`src/rtl/i2s_pkg.sv`:
```
// Shared constants and the slot builder for the I2S-family serialiser.
// A slot is built right-aligned in a MAX_SLOT-wide vector; callers keep the low SLOT_WIDTH bits.
package i2s_pkg;

   localparam logic [1:0] FMT_I2S = 2'd0;
   localparam logic [1:0] FMT_LJ  = 2'd1;
   localparam logic [1:0] FMT_RJ  = 2'd2;

   localparam int unsigned         MAX_SLOT = 64;
   localparam logic [MAX_SLOT-1:0] SLOT_ONE = MAX_SLOT'(1);

   typedef logic [1:0] fmt_t;

   // Sample arrives zero-extended; RJ sign-extends it, every other format left-justifies it.
   function automatic logic [MAX_SLOT-1:0] build_slot(
      input logic [MAX_SLOT-1:0] sample,
      input int unsigned         sample_w,
      input int unsigned         slot_w,
      input fmt_t                fmt
   );
      logic [MAX_SLOT-1:0] mask;
      logic [MAX_SLOT-1:0] high;
      logic [MAX_SLOT-1:0] slot;
      mask = (SLOT_ONE << slot_w) - SLOT_ONE;
      high = ~((SLOT_ONE << sample_w) - SLOT_ONE);
      if (fmt == FMT_RJ) begin
         if ((sample & (SLOT_ONE << (sample_w - 1))) != '0) begin
            slot = (sample | high) & mask;
         end else begin
            slot = sample & mask;
         end
      end else begin
         slot = (sample << (slot_w - sample_w)) & mask;
      end
      return slot;
   endfunction

endpackage

```
`src/rtl/i2s_bclk_gen.sv`:
```
// Bit-clock divider: toggles bclk every BCLK_HALF clk cycles while enabled and
// flags the cycle before each toggle with a rise or fall strobe.
module i2s_bclk_gen #(
   parameter int unsigned BCLK_HALF = 4
) (
   input  logic clk,
   input  logic reset,
   input  logic enable,
   output logic bclk,
   output logic rise,
   output logic fall
);
   localparam int unsigned CW = $clog2(BCLK_HALF);

   logic [CW-1:0] cnt_q;
   logic          wrap;

   assign wrap = enable && (cnt_q == CW'(BCLK_HALF - 1));
   assign rise = wrap && !bclk;
   assign fall = wrap && bclk;

   always_ff @(posedge clk or posedge reset) begin
      if (reset) begin
         cnt_q <= '0;
         bclk  <= 1'b0;
      end else if (!enable) begin
         cnt_q <= '0;
         bclk  <= 1'b0;
      end else if (wrap) begin
         cnt_q <= '0;
         bclk  <= ~bclk;
      end else begin
         cnt_q <= cnt_q + 1'b1;
      end
   end

endmodule

```
`src/rtl/i2s_tx_fmt.sv`:
```
// Stereo I2S / left-justified / right-justified serialiser with a one-deep
// holding register, internal BCLK and a mute-or-repeat underrun policy.
module i2s_tx_fmt
   import i2s_pkg::*;
#(
   parameter int unsigned SAMPLE_WIDTH  = 24,
   parameter int unsigned SLOT_WIDTH    = 32,
   parameter int unsigned BCLK_HALF     = 4,
   parameter bit          UNDERRUN_MUTE = 1'b1
) (
   input  logic                    clk,
   input  logic                    reset,
   input  logic                    enable,
   input  logic [1:0]              fmt,
   input  logic                    in_valid,
   output logic                    in_ready,
   input  logic [SAMPLE_WIDTH-1:0] in_left,
   input  logic [SAMPLE_WIDTH-1:0] in_right,
   output logic                    bclk,
   output logic                    lrclk,
   output logic                    sdata,
   output logic                    underrun
);
   localparam int unsigned   FW     = 2 * SLOT_WIDTH;
   localparam int unsigned   BW     = $clog2(FW);
   localparam logic [BW-1:0] B_LAST = BW'(FW - 1);

   logic                    bclk_rise;
   logic                    bclk_fall;
   logic                    hold_full_q;
   logic [SAMPLE_WIDTH-1:0] hold_left_q;
   logic [SAMPLE_WIDTH-1:0] hold_right_q;
   logic [SAMPLE_WIDTH-1:0] last_left_q;
   logic [SAMPLE_WIDTH-1:0] last_right_q;
   fmt_t                    fmt_q;
   logic [FW-1:0]           frame_q;
   logic [BW-1:0]           b_q;
   logic                    active_q;
   logic                    start_q;
   logic                    delay_q;

   logic                    load;
   logic [SAMPLE_WIDTH-1:0] src_left;
   logic [SAMPLE_WIDTH-1:0] src_right;
   logic [SLOT_WIDTH-1:0]   slot_left;
   logic [SLOT_WIDTH-1:0]   slot_right;
   logic [FW-1:0]           new_frame;
   logic [FW-1:0]           frame_src;
   logic [BW-1:0]           b_next;
   logic [BW-1:0]           idx;
   fmt_t                    fmt_sel;
   logic                    is_i2s;
   logic                    sdata_next;

   i2s_bclk_gen #(
      .BCLK_HALF(BCLK_HALF)
   ) u_bclk_gen (
      .clk   (clk),
      .reset (reset),
      .enable(enable),
      .bclk  (bclk),
      .rise  (bclk_rise),
      .fall  (bclk_fall)
   );

   assign in_ready = !hold_full_q;
   // start_q is decided at the rise so the following fall knows it begins a frame.
   assign load     = bclk_fall && start_q;

   always_comb begin
      src_left   = hold_full_q ? hold_left_q  : (UNDERRUN_MUTE ? '0 : last_left_q);
      src_right  = hold_full_q ? hold_right_q : (UNDERRUN_MUTE ? '0 : last_right_q);
      slot_left  = SLOT_WIDTH'(build_slot(MAX_SLOT'(src_left), SAMPLE_WIDTH, SLOT_WIDTH, fmt));
      slot_right = SLOT_WIDTH'(build_slot(MAX_SLOT'(src_right), SAMPLE_WIDTH, SLOT_WIDTH, fmt));
      new_frame  = {slot_left, slot_right};
      b_next     = load ? '0 : b_q + 1'b1;
      frame_src  = load ? new_frame : frame_q;
      fmt_sel    = load ? fmt : fmt_q;
      is_i2s     = (fmt_sel != FMT_LJ) && (fmt_sel != FMT_RJ);
      // I2S runs one bit behind; its b = 0 bit comes from the previous frame via delay_q.
      idx        = is_i2s ? (BW'(FW) - b_next) : (B_LAST - b_next);
      sdata_next = (is_i2s && (b_next == '0)) ? delay_q : frame_src[idx];
   end

   always_ff @(posedge clk or posedge reset) begin
      if (reset) begin
         hold_full_q  <= 1'b0;
         hold_left_q  <= '0;
         hold_right_q <= '0;
         last_left_q  <= '0;
         last_right_q <= '0;
      end else if (load && hold_full_q) begin
         hold_full_q  <= 1'b0;
         last_left_q  <= hold_left_q;
         last_right_q <= hold_right_q;
      end else if (in_valid && !hold_full_q) begin
         hold_full_q  <= 1'b1;
         hold_left_q  <= in_left;
         hold_right_q <= in_right;
      end
   end

   always_ff @(posedge clk or posedge reset) begin
      if (reset) begin
         fmt_q    <= FMT_I2S;
         frame_q  <= '0;
         b_q      <= '0;
         active_q <= 1'b0;
         start_q  <= 1'b0;
         delay_q  <= 1'b0;
         lrclk    <= 1'b0;
         sdata    <= 1'b0;
         underrun <= 1'b0;
      end else if (!enable) begin
         b_q      <= '0;
         active_q <= 1'b0;
         start_q  <= 1'b0;
         delay_q  <= 1'b0;
         lrclk    <= 1'b0;
         sdata    <= 1'b0;
         underrun <= 1'b0;
      end else begin
         underrun <= load && !hold_full_q;
         if (bclk_rise) begin
            start_q <= !active_q || (b_q == B_LAST);
         end
         if (bclk_fall) begin
            b_q   <= b_next;
            lrclk <= (b_next >= BW'(SLOT_WIDTH));
            sdata <= sdata_next;
            if (b_next == B_LAST) begin
               delay_q <= frame_q[0];
            end
         end
         if (load) begin
            active_q <= 1'b1;
            fmt_q    <= fmt;
            frame_q  <= new_frame;
         end
      end
   end

endmodule

```
`config.mk`:
```
export PLATFORM = sky130hd
export DESIGN_NAME = i2s_tx_fmt
export DESIGN_NICKNAME = d
export VERILOG_FILES = /design/src/rtl/i2s_pkg.sv /design/src/rtl/i2s_bclk_gen.sv /design/src/rtl/i2s_tx_fmt.sv
export SDC_FILE = /design/constraint.sdc
export NUM_CORES = 1
export LEC_CHECK = 0
export CORE_ASPECT_RATIO = 0.5
export CORE_UTILIZATION = 64
export DETAILED_ROUTE_END_ITERATION = 16
export DONT_BUFFER_PORTS = 1
export MAX_ROUTING_LAYER = met4
export PLACE_DENSITY = 0.92
export SETUP_SLACK_MARGIN = 0.02
export SLEW_MARGIN = 20
export SYNTH_ARGS = -nofsm -noshare
export SYNTH_HDL_FRONTEND = slang
export SYNTH_HIERARCHICAL = 1
export SYNTH_SLANG_ARGS = --single-unit
```
`constraint.sdc`:
```
create_clock -name clk -period 4.7 [get_ports clk]
set_input_delay 0.47 -clock clk [delete_from_list [all_inputs] [get_ports clk]]
set_output_delay 0.47 -clock clk [all_outputs]
set_load 0.02 [all_outputs]
```
---- Word level (Yosys, flattened, before mapping) ----
Index checks and enable logic that the tools add are counted.
cells by class
  add/subtract/negate cells ............... 4
  $lt $le $gt $ge ......................... 2
  eq/ne operators ......................... 11
  mux-type cells .......................... 33
  bitwise logic cells ..................... 2
  reductions and logical operators ........ 17
operator list
  operator                                                                       number
  32-bit 2-to-1 mux                                                              4
  64-bit 2-to-1 mux                                                              1
  24-bit 2-to-1 mux                                                              2
  6-bit 2-to-1 mux                                                               4
  1-bit 2-to-1 mux                                                               18
  6-bit == test (second input constant)                                          2
  2-bit by 1-bit != test with 1-bit output (second input constant)               6
  1-bit logical AND                                                              9
  6-bit by 7-bit less-than comparator with 1-bit output (second input constant)  1
  6-bit by 1-bit adder with 6-bit output (second input constant)                 1
  1-bit binary-select mux with 6-bit select                                      1
  6-bit greater-or-equal comparator (second input constant)                      1
  6-bit zero test                                                                1
  2-bit 2-to-1 mux                                                               3
  1-bit by 6-bit subtractor with 6-bit output (first input constant)             1
  6-bit subtractor (first input constant)                                        1
  2-bit == test (second input constant)                                          2
  2-bit AND reduction                                                            2
  1-bit zero test                                                                3
  2-bit by 1-bit adder with 2-bit output (second input constant)                 1
  2-bit != test (second input constant)                                          1
  1-bit NOT                                                                      2
  2-bit nonzero test                                                             1
  1-bit logical OR                                                               1
word-level totals
  flip-flop bits (word level) ............. 130
  input port bits ......................... 54
  output and inout port bits .............. 5
  logic and storage cells ................. 83

---- Depth between registers and ports, before layout ----
  depth after elaboration ................. 13
  gate-level depth with buffers ........... 15
  mapped depth without buffers ............ 13

---- Cells and area by module ----
Netlist, hierarchy kept.
modules (own cells, without submodules)
  module        instances  cells an instance  area each (µm²)  seq. area each (µm²)
  i2s_tx_fmt    1          691                6,856.6          3,178.0
  i2s_bclk_gen  1          12                 138.9            75.1

---- Worst setup path after synthesis ----
Ideal clock, no wire load.
  kind .................................... register to register
  start ................................... reg u_bclk_gen.cnt_q[0]
  end ..................................... reg sdata
  library setup time ...................... 120 ps
  arrival ................................. 3,084 ps
  data required time ...................... 4,580 ps
  slack ................................... 1,496 ps
  cell stages (with the launch flop) ...... 16
  buffers on the path ..................... 2
  clock period less this slack ............ 3,204 ps
  cells stage by stage .................... dfrtp_1 -> ha_1 -> and3_2 -> nand2_1 -> clkbuf_1 -> nand2_1 -> ha_1 -> and3b_1 -> a22oi_1 -> nand2_1 -> clkbuf_1 -> a211oi_1 -> a31oi_1 -> o211ai_1 -> nand4_1 -> a41o_1
on the way
  word-level cells in the longest chain between the ends .. 13
  elaborated cells on any way between the ends .. 21
  classes of those cells .................. add/sub: 2; eq/ne: 4; mux: 9; reduce/logical: 6
RTL lines
  item                                                       line                text
  from (decl)                                                i2s_bclk_gen.sv:15  logic [CW-1:0] cnt_q;
  from (signal assigned)                                     i2s_bclk_gen.sv:33  cnt_q <= cnt_q + 1'b1;
  2-bit == test (*)                                          i2s_bclk_gen.sv:18  assign wrap = enable && (cnt_q == CW'(BCLK_HALF - 1));
  1-bit logical AND (*)                                      i2s_bclk_gen.sv:18
  1-bit logical AND (*)                                      i2s_bclk_gen.sv:20  assign fall = wrap && bclk;
  named net bclk_fall                                        i2s_tx_fmt.sv:29    logic bclk_fall;
  branches (longest 10 deep; another with 6-bit subtractor)  n/a
  to (signal assigned)                                       i2s_tx_fmt.sv:130   sdata <= sdata_next;
  to (decl)                                                  i2s_tx_fmt.sv:21    output logic sdata,
Mark *: on every way through the listed nets, which the timed path passes. The select of a mux whose other input is x is not followed.
A chain may end at the register's enable or synchronous reset.

---- Final worst setup path ----
Ends and elaborated chain as after synthesis.

==> out/summary.log <==
qor: final_layout.filler_cell_count 698
qor: synth.post_synth_instance_area 7000 um^2
qor: worst_hold_path.hold_path_class in2reg
qor: synth.ys.flop_type sky130_fd_sc_hd__dfrtp_1
qor: worst_setup_path.worst_r2r_startpoint u_bclk_gen/cnt_q[0]$_DFF_PP0_
qor: synth.synth_seq_cells 130
qor: synth.syn_inst 703
qor: sta.worst_tran_pin_value 1.10 ns
qor: grt.gr-usage-all-layers 0.355
qor: grt.grt_first_pass_wirelength 29.8 mm
qor: routing.initialDrtViolationCount 826
qor: synth.avg_cell_area_syn 9.95 um^2
qor: die.floorplan.die_area 11400 um^2
qor: grt.grt_start_max_net_pins 56
qor: clocking.cts_sinks 130
qor: sta.final-max-slew-violation-count 0
qor: worst_setup_path.worst-r2r-setup-slack 1.13 ns
qor: routing.totalWireLength 18.4 mm
qor: pwr.total_leakage_power 0.00339 uW
qor: clocking.cts.htree.levels 4
qor: final_layout.antenna-diode-count 0
qor: synth.netlist-cell-type-count 68
qor: place.detailed_place_hpwl 11.8 mm
qor: worst_setup_path.worst_ep_required_time 5.01 ns
qor: worst_setup_path.critical_path_arrival 3.89 ns
qor: job.timing.max_cap.violations 0
qor: place.last_weighted_congestion_value_of_the_routability_driven_placer 0.893
qor: clocking.clockRootBuffer sky130_fd_sc_hd__clkbuf_16
qor: worst_setup_path.critical_path.max_fanout 22
qor: grt.grt_pass1_vias 5418
qor: worst_hold_path.worstHoldEndpoint hold_right_q[11]$_DFFE_PP0P_
qor: worst_setup_path.r2r_cells 10
qor: pwr.power.density_cell_area 432 nW/um^2
qor: sta.setup_repair_after_global_routing_missed_its_margin no
qor: routing.dr_total_vias 5707
qor: synth.postSynth.asyncResetShare 1.00
qor: routing.vias_per_cell 6.86
qor: sta.finalCriticalPeriod 3.57 ns
qor: synth.synth.top_cell.area_share 0.465
qor: sta.layout_setup_ws 1.13 ns
qor: worst_setup_path.crit-reg2reg-capture sdata$_DFFE_PP0P_
qor: place.port_buffer_count 0
qor: die.start_util 0.672
qor: final_layout.final_cell_mix sky130_fd_sc_hd__dfrtp_1 (130), sky130_fd_sc_hd__nand2_1 (106), sky130_fd_sc_hd__o21ai_0 (73), sky130_fd_sc_hd__mux2_2 (53), sky130_fd_sc_hd__a21oi_1 (49)
qor: routing.detail_route.wl_per_cell 22.1 um
qor: clocking.cts_setup_buffers 0
qor: routing.drc 0
qor: clocking.cts_tree yes
qor: routing.antenna_left 0
qor: place.numPlacedInstances 799
qor: clocking.clock_tree.buffer_depth 2
qor: grt.grt_antenna_before_repair 0
qor: sta.highest_clock_frequency_the_design_can_meet 0.280 GHz
qor: status.outcome finished, final reports clean
qor: final_layout.finalNonFillerCells 832
qor: sta.worst_hold_slack 0.161 ns
qor: sta.final_min_period_over_clock_period 0.760
qor: worst_hold_path.min_from in_right[11]
qor: sta.final-hold-violation-count 0
qor: die.die_height 75.9 um
qor: synth.top_area_cells_in_the_synthesized_netlist sky130_fd_sc_hd__dfrtp_1 (47%), sky130_fd_sc_hd__mux2_2 (8.5%), sky130_fd_sc_hd__mux2i_1 (6.9%), sky130_fd_sc_hd__nand2_1 (5.7%), sky130_fd_sc_hd__o21ai_0 (5.2%)
qor: die.pin_count 59
qor: synth.synth-edff-count 0
qor: final_layout.area_growth_syn_to_layout 8.55%
qor: final_layout.nets 736
qor: clocking.clock_pin_slew_on_the_worst_setup_and_hold_paths 0.06 ns
qor: synth.postSynthNetCount 760
qor: clocking.numCtsBuffers 17
qor: sta.worst_clock_skew 0.00733 ns
qor: worst_setup_path.worstSetupStartpoint u_bclk_gen/cnt_q[0]$_DFF_PP0_
qor: synth.synth_top_cell_by_area sky130_fd_sc_hd__dfrtp_1
qor: final_layout.final_util 0.729
qor: worst_setup_path.critical_path.endpoint_type flop
qor: final_layout.layout.cells.most_common sky130_fd_sc_hd__dfrtp_1
qor: worst_setup_path.crit_type reg2reg
qor: pwr.worst_vdd_rail_ir_drop 0.000251 V
qor: die.fp.coreArea 10400 um^2
qor: synth.yosysWarnings 6
qor: final_layout.post_route_cells_drive_above_1_share 0.166
qor: die.fp.dieW 150 um
qor: worst_hold_path.worstHoldPathCells 2
qor: grt.globalRoute.totalOverflow 0
qor: sta.finalSetupTns 0 ns
qor: routing.drt_pre_antenna_iters 7
qor: sta.maxSlewHeadroom 0.264
qor: synth.synth_sequential_area_ratio 0.465
qor: sta.setup_viol 0
qor: place.pre_cts_slack 1.22 ns
qor: die.row_count 26
qor: worst_setup_path.timing.critical_path.from_type flop
qor: clocking.worstSkewPairLatency 0.43 ns
[per-layer routing]
layer | global-route usage | vias to the layer above | part of all wire
met5 | - | - | 0
met4 | 0.0949 | 0 | 0.019
met3 | 0.128 | 49 | 0.13
met2 | 0.488 | 373 | 0.43
met1 | 0.497 | 2787 | 0.42
li1 | - | 2498 | -
[where the power goes]
group | internal, uW | total, uW | switching (uW)
combinational | 237 | 438 | 201
sequential | 1290 | 1570 | 272
clock | 700 | 1280 | 579
[through the flow]
step	area, um^2	power, uW
detailed placement	7020	1990
global route	7590	3390
finish	7590	3280
floorplan	7000	1810
global placement	7020	1950
CTS	7590	3260
[cell usage after synthesis (4+ instances only)]
cell and instances:
sky130_fd_sc_hd__nand3_1 10, sky130_fd_sc_hd__a221oi_1 4, sky130_fd_sc_hd__nor2b_1 11, sky130_fd_sc_hd__mux2i_1 48, sky130_fd_sc_hd__nand2_1 107, sky130_fd_sc_hd__o31ai_1 8, sky130_fd_sc_hd__o22ai_1 5, sky130_fd_sc_hd__nor2_1 13
sky130_fd_sc_hd__buf_6 4, sky130_fd_sc_hd__inv_1 7, sky130_fd_sc_hd__clkbuf_1 27, sky130_fd_sc_hd__mux2_1 7, sky130_fd_sc_hd__a221o_1 4, sky130_fd_sc_hd__mux2_2 53, sky130_fd_sc_hd__a22oi_1 4, sky130_fd_sc_hd__nand2b_1 5
sky130_fd_sc_hd__and3_1 7, sky130_fd_sc_hd__a31oi_1 7, sky130_fd_sc_hd__nor3_1 7, sky130_fd_sc_hd__dfrtp_1 130, sky130_fd_sc_hd__a21oi_1 49, sky130_fd_sc_hd__xnor2_1 5, sky130_fd_sc_hd__and2_1 7, sky130_fd_sc_hd__buf_2 10
sky130_fd_sc_hd__and3b_1 5, sky130_fd_sc_hd__o211ai_1 4, sky130_fd_sc_hd__o21ai_0 73, sky130_fd_sc_hd__a22o_1 6, sky130_fd_sc_hd__buf_1 14
[cell type report]
class,instances,area (um^2),share of cell area
repair buffers,12,92.6,0.0122
flip-flops and latches,130,3250,0.428
clock inverters,15,139,0.0183
multi-input cells,511,3480,0.458
well taps,140,175,0.0231
inverters,7,28.8,0.00379
clock buffers,17,425,0.0560
[worst max-delay path, cell delays in order, from the launching register on]
cell and delay (ns):
sky130_fd_sc_hd__dfrtp_1 0.35, sky130_fd_sc_hd__ha_1 0.24, sky130_fd_sc_hd__and3_2 0.47, sky130_fd_sc_hd__and2_1 0.65, sky130_fd_sc_hd__a211o_1 0.19, sky130_fd_sc_hd__nand3_1 0.42, sky130_fd_sc_hd__nor3_1 0.39, sky130_fd_sc_hd__o311ai_0 0.16
sky130_fd_sc_hd__o2111ai_1 0.26, sky130_fd_sc_hd__a31oi_1 0.07, sky130_fd_sc_hd__a41o_1 0.25
[flip-flops by register name, indices dropped and copies added, names as in the netlist]
signal            cells
frame_q              64
fmt_q                 2
underrun              1
hold_right_q         24
b_q                   6
start_q               1
hold_full_q           1
lrclk                 1
hold_left_q          24
active_q              1
delay_q               1
u_bclk_gen/bclk       1
u_bclk_gen/cnt_q      2
sdata                 1
[logic make-up (layout without fill, tap and decap cells)]
logic type / after synthesis / in the layout / synth area share
buffers and inverters: 62 / 51 / 0.0393
and+or+nand+nor: 191 / 191 / 0.131
xor gates and xnor gates: 10 / 10 / 0.0168
muxes: 109 / 109 / 0.167
DFF: 130 / 130 / 0.465
adders and majority gates: 3 / 3 / 0.00537
AOI/OAI and AO/OA: 198 / 198 / 0.175
[timing repair]
item,4_1_cts,5_1_grt
resized for setup,0,0
endpoints found under the hold margin,24,0
hold buffers,1,0
[worst max-delay path by stage]
stage | slack [ns] | cells past startpoint | to
4_1_cts | 1.20 | 13 | sdata$_DFFE_PP0P_
5_1_grt | 0.90 | 10 | sdata$_DFFE_PP0P_
3_5_place_dp | 1.22 | 13 | sdata$_DFFE_PP0P_
6_report | 1.13 | 10 | sdata$_DFFE_PP0P_
3_3_place_gp | 1.33 | 13 | sdata$_DFFE_PP0P_
2_1_floorplan | 0.85 | 1 | active_q$_DFFE_PP0P_
Power figures use the tool's default switching activity.
